<file path="src/rtl/xadc_pwm_seq.sv">
// XADC DRP channel sequencer with per-channel IIR smoothing and PWM outputs.
// Each eoc reads one channel over DRP; filtered values drive period-aligned PWM.
module xadc_pwm_seq #(
   parameter int NUM_CH = 4,
   parameter int PWM_BITS = 8,
   parameter logic [NUM_CH*7-1:0] CH_ADDR = {7'h16, 7'h1F, 7'h17, 7'h1E},
   parameter int AVG_SHIFT = 0,
   parameter int TIMEOUT = 255
) (
   input  logic                clk,
   input  logic                rst_n,
   input  logic                eoc,
   input  logic [15:0]         drp_do,
   input  logic                drdy,
   output logic                den,
   output logic                dwe,
   output logic [6:0]          daddr,
   output logic [15:0]         di,
   output logic [NUM_CH-1:0]   pwm,
   output logic                smp_valid,
   output logic [3:0]          smp_ch,
   output logic [PWM_BITS-1:0] smp_data,
   output logic                err_timeout
);

   localparam int AW = PWM_BITS + AVG_SHIFT;

   typedef enum logic [1:0] {IDLE, REQ, WAIT, STORE} state_e;

   state_e              state_q, state_d;
   logic [3:0]          ch_q, ch_d, ch_nxt;
   logic [15:0]         cnt_q, cnt_d;
   logic [PWM_BITS-1:0] raw_q, raw_d;
   logic [AW-1:0]       acc_q [NUM_CH];
   logic [AW-1:0]       acc_d [NUM_CH];
   logic [AW-1:0]       acc_cur, acc_new;
   logic [PWM_BITS-1:0] value [NUM_CH];
   logic [PWM_BITS-1:0] duty_q [NUM_CH];
   logic [PWM_BITS-1:0] duty_d [NUM_CH];
   logic [PWM_BITS-1:0] pcnt_q, pcnt_d;
   logic [NUM_CH-1:0]   pwm_q, pwm_d;
   logic                smp_valid_q, smp_valid_d;
   logic [3:0]          smp_ch_q, smp_ch_d;
   logic [PWM_BITS-1:0] smp_data_q, smp_data_d;
   logic                err_q, err_d;
   logic [6:0]          addr_tab [16];
   logic                unused_drp;

   // Only the top PWM_BITS of the 16-bit DRP word are kept.
   assign unused_drp = ^drp_do;

   for (genvar g = 0; g < 16; g++) begin : g_tab
      if (g < NUM_CH) begin : g_on
         assign addr_tab[g] = CH_ADDR[g*7 +: 7];
      end else begin : g_off
         assign addr_tab[g] = 7'h00;
      end
   end

   always_comb begin
      acc_cur = '0;
      for (int i = 0; i < NUM_CH; i++) begin
         if (ch_q == 4'(i)) acc_cur = acc_q[i];
         value[i] = PWM_BITS'(acc_q[i] >> AVG_SHIFT);
      end
      acc_new = acc_cur - (acc_cur >> AVG_SHIFT) + AW'(raw_q);
      ch_nxt = (ch_q == 4'(NUM_CH - 1)) ? 4'd0 : ch_q + 4'd1;
   end

   always_comb begin
      state_d     = state_q;
      ch_d        = ch_q;
      cnt_d       = cnt_q;
      raw_d       = raw_q;
      acc_d       = acc_q;
      smp_valid_d = 1'b0;
      smp_ch_d    = smp_ch_q;
      smp_data_d  = smp_data_q;
      err_d       = 1'b0;
      unique case (state_q)
         IDLE: begin
            if (eoc) state_d = REQ;
         end
         REQ: begin
            state_d = WAIT;
            cnt_d   = '0;
         end
         WAIT: begin
            // drdy takes priority over an expiring timeout
            if (drdy) begin
               raw_d   = drp_do[15 -: PWM_BITS];
               state_d = STORE;
            end else if (cnt_q == 16'(TIMEOUT - 1)) begin
               err_d   = 1'b1;
               ch_d    = ch_nxt;
               state_d = IDLE;
            end else begin
               cnt_d = cnt_q + 16'd1;
            end
         end
         STORE: begin
            for (int i = 0; i < NUM_CH; i++) begin
               if (ch_q == 4'(i)) acc_d[i] = acc_new;
            end
            smp_valid_d = 1'b1;
            smp_ch_d    = ch_q;
            smp_data_d  = PWM_BITS'(acc_new >> AVG_SHIFT);
            ch_d        = ch_nxt;
            state_d     = IDLE;
         end
         default: state_d = IDLE;
      endcase
   end

   always_comb begin
      pcnt_d = pcnt_q + 1'b1;
      for (int i = 0; i < NUM_CH; i++) begin
         duty_d[i] = (pcnt_q == '1) ? value[i] : duty_q[i];
         pwm_d[i]  = (pcnt_q < duty_q[i]);
      end
   end

   always_ff @(posedge clk or negedge rst_n) begin
      if (!rst_n) begin
         state_q     <= IDLE;
         ch_q        <= '0;
         cnt_q       <= '0;
         raw_q       <= '0;
         pcnt_q      <= '0;
         pwm_q       <= '0;
         smp_valid_q <= 1'b0;
         smp_ch_q    <= '0;
         smp_data_q  <= '0;
         err_q       <= 1'b0;
         for (int i = 0; i < NUM_CH; i++) begin
            acc_q[i]  <= '0;
            duty_q[i] <= '0;
         end
      end else begin
         state_q     <= state_d;
         ch_q        <= ch_d;
         cnt_q       <= cnt_d;
         raw_q       <= raw_d;
         pcnt_q      <= pcnt_d;
         pwm_q       <= pwm_d;
         smp_valid_q <= smp_valid_d;
         smp_ch_q    <= smp_ch_d;
         smp_data_q  <= smp_data_d;
         err_q       <= err_d;
         for (int i = 0; i < NUM_CH; i++) begin
            acc_q[i]  <= acc_d[i];
            duty_q[i] <= duty_d[i];
         end
      end
   end

   assign den         = (state_q == REQ);
   assign dwe         = 1'b0;
   assign di          = 16'h0000;
   assign daddr       = addr_tab[ch_q];
   assign pwm         = pwm_q;
   assign smp_valid   = smp_valid_q;
   assign smp_ch      = smp_ch_q;
   assign smp_data    = smp_data_q;
   assign err_timeout = err_q;

endmodule

</file>
<file path="config.mk">
export PLATFORM = sky130hd
export DESIGN_NAME = xadc_pwm_seq
export DESIGN_NICKNAME = d
export VERILOG_FILES = /design/src/rtl/xadc_pwm_seq.sv
export SDC_FILE = /design/constraint.sdc
export NUM_CORES = 1
export LEC_CHECK = 0
export CORE_ASPECT_RATIO = 1.4
export CORE_MARGIN = 2
export CORE_UTILIZATION = 25
export DETAILED_ROUTE_END_ITERATION = 7
export GPL_ROUTABILITY_DRIVEN = 0
export PLACE_DENSITY = 0.41
export SLEW_MARGIN = 0
export SYNTH_ARGS = -nofsm -noshare
export SYNTH_HDL_FRONTEND = slang
export SYNTH_SLANG_ARGS = --single-unit
</file>
<file path="constraint.sdc">
create_clock -name clk -period 2.48 [get_ports clk]
set_clock_uncertainty 0.05 [all_clocks]
set_input_delay 0.744 -clock clk [delete_from_list [all_inputs] [get_ports clk]]
set_output_delay 0.744 -clock clk [all_outputs]
set_load 0.03 [all_outputs]
</file>
==> qor.yml <==
min_path_type: "input pin to asynchronous set/reset pin"
placed_area_sq_um: 6520
syn_inst: 554
pre_cts_slack_ps: 30.0
ys_warn_count: 0
clockRootBuffer: "clkbuf_16"
endpoint_kind: "output pin"
fp.dieH_microns: 184
critPathMaxFanout: 5
fmax_mhz: 424
finalWorstSetupSlack_ps: 119
firstDrtPassIters: 5
holdBufCountCts: 0
vdd_drop_max_mv: 0.443
finalCritPeriodShare_pct: 95.2
clock_sinks: 120
p_int_w: 0.00513
min_period_ps: 2360
wirelength_microns: 13100
setup_tns_ps: 0
startpoint_type: "flip-flop"
first_global_vias: 4101
fp.dieW_microns: 133
seqCellArea_sq_um: 3000
async_flop_share_pct: 100
power.switching_w: 0.00273
tightest_slew_ps: 655
stdcell_area_sq_um: 7130
overflow: 0
synth_area_sq_um: 5800
core-area_sq_um: 22700
grt_max_degree: 54
drive_gt1_share_pct: 15.3
post_cts_resized: 0
hold_viol: 0
synth_cell_types: 41
ys_seq_area_share_pct: 51.8
place_inst: 890
io_pins: 63
post-dp-hpwl_microns: 9290
fin_nets: 669
clk_transition_reported_paths_ps: 50
rsz0062_at_grt: "false"
rows: 65
antenna_found_initial: 0
cp.required_ps: 1690
n_antenna_cell: 0
viasPerCell: 4.30
slew_violations: 0
cts_setup_buffers: 0
drtIter0Drc: 225
slew_headroom_pct: 56.2
drcViolationCount: 0
num_vias: 3963
seqPwrFrac_pct: 34.2
cp.arrival_ps: 1570
cellLeakagePower_nw: 3.28
cts_htree_levels: 4
power_frac_comb_pct: 33.0
cts_max_path_buffers: 2
powerDensity_nw_per_um2: 1100
ys.flop_type: "dfrtp_1"
ant_nets: 0
setup_viol: 0
syn_to_final_growth_pct: 23.1
io_buffers: 35
initial_utilization_pct: 25.5
p_sw_share_pct: 34.7
ys_ff_latch: 120
critical_path_class: "flip-flop to output pin"
fin_cells: 921
grt_first_pass_wirelength_microns: 21800
wl_per_cell_microns: 14.2
fill_cells: 2315
multi_input_area_sq_um: 2490
pwr-share-clk_pct: 32.8
cts_tree: "yes"
clk_latency_ps: 410
rrSetupSlack_ps: 200
grt_usage_pct: 11.6
synth_edf_count: 0
maxCapViolCount: 0
numCtsBuffers: 17
die-area_sq_um: 24400
status: "complete, no violations"
postSynthAreaPerCell_sq_um: 10.5
sequential cells by signal (all words and copies together) (netlist names), 2 cells and up:
name and cells:
duty_q 32, acc_q 32, smp_ch 4, cnt_q 16, pwm 4, smp_data 8, state_q 2, ch_q 4
raw_q 8, pcnt_q 8
layout by cell type, fill, tap and decap left out, types with 17 or more instances in the layout:
cell type	count
clkbuf_16	17
inv_1	43
buf_4	23
o21ai_0	53
nand2_1	73
nor2_1	24
mux2_2	35
clkdlybuf4s50_1	28
ha_1	41
conb_1	19
dfrtp_1	119
nand3_1	27
synth_stat cells (7+ instances only):
master,instances,area share [%]
dfrtp_1,120,52
nand2_1,73,4.7
o21ai_0,53,4.6
inv_1,43,2.8
ha_1,41,8.8
mux2_2,35,6.8
nand3_1,27,2.3
nor2_1,26,1.7
buf_4,21,2.7
xor2_1,16,2.4
a21oi_1,13,1.1
clkbuf_1,13,0.84
a21o_1,12,1.6
nand4_1,9,0.97
xnor2_1,7,1.1
stage by stage:
step / hold slack, ps / util (%) / total power, W
after detailed placement: 411 / 28.7 / 0.00538
after CTS: 147 / 31.4 / 0.00800
after global routing: 157 / 31.4 / 0.00838
after floorplan: 386 / - / 0.00425
final: 157 / 31.4 / 0.00786
after global placement: 407 / 28.7 / 0.00531
cell families after synthesis:
group,count (synthesis),share of synthesized area [%]
simple gates,159,12.6
flops,120,51.8
compound gates,94,9.43
buf+inv,79,6.63
fa+ha+maj,41,8.85
mux,37,7.14
xor+xnor,23,3.48
other cells,1,0.0647
worst paths after layout:
kind                               to       from  depth (start not counted)
min in group clk           duty_q[13]  acc_q[13]                          2
max                          daddr[0]    ch_q[0]                          4
max in group asynchronous     ch_q[0]      rst_n                          2
max reg2reg                   ch_q[3]   cnt_q[8]                          5
min                         acc_q[21]      rst_n                          1
min reg2reg                duty_q[13]  acc_q[13]                          2
power groups by stage:
stage               Clock (W)  Combinational, W  Sequential, W
finish                0.00258           0.00259        0.00269
global route          0.00275           0.00286        0.00276
CTS                   0.00264           0.00266        0.00270
detailed placement          0           0.00265        0.00272
global placement            0           0.00261        0.00271
floorplan                   0           0.00145        0.00280
cell type report:
class | count | area share, %
Tap cell | 301 | 5.28
Multi-Input combinational cell | 373 | 34.9
Sequential cell | 120 | 42.1
Clock inverter | 10 | 2.10
Clock buffer | 21 | 6.46
Timing Repair Buffer | 53 | 6.91
Inverter | 43 | 2.26
worst max-delay path, cell delays in order (launching register included):
cell	delay, ps
dfrtp_2	430
inv_1	130
ha_1	280
and2_1	150
buf_4	160
per-layer routing:
metal | GRT usage, % | vias up | wire length [microns]
met3 | 2.53 | 15 | 297
met2 | 20.5 | 63 | 6760
met5 | 0 | - | 0
met4 | 4.47 | 0 | 192
met1 | 13.8 | 1930 | 5870
li1 | - | 1955 | -
Note: power is estimated with default switching activity, not from simulation.
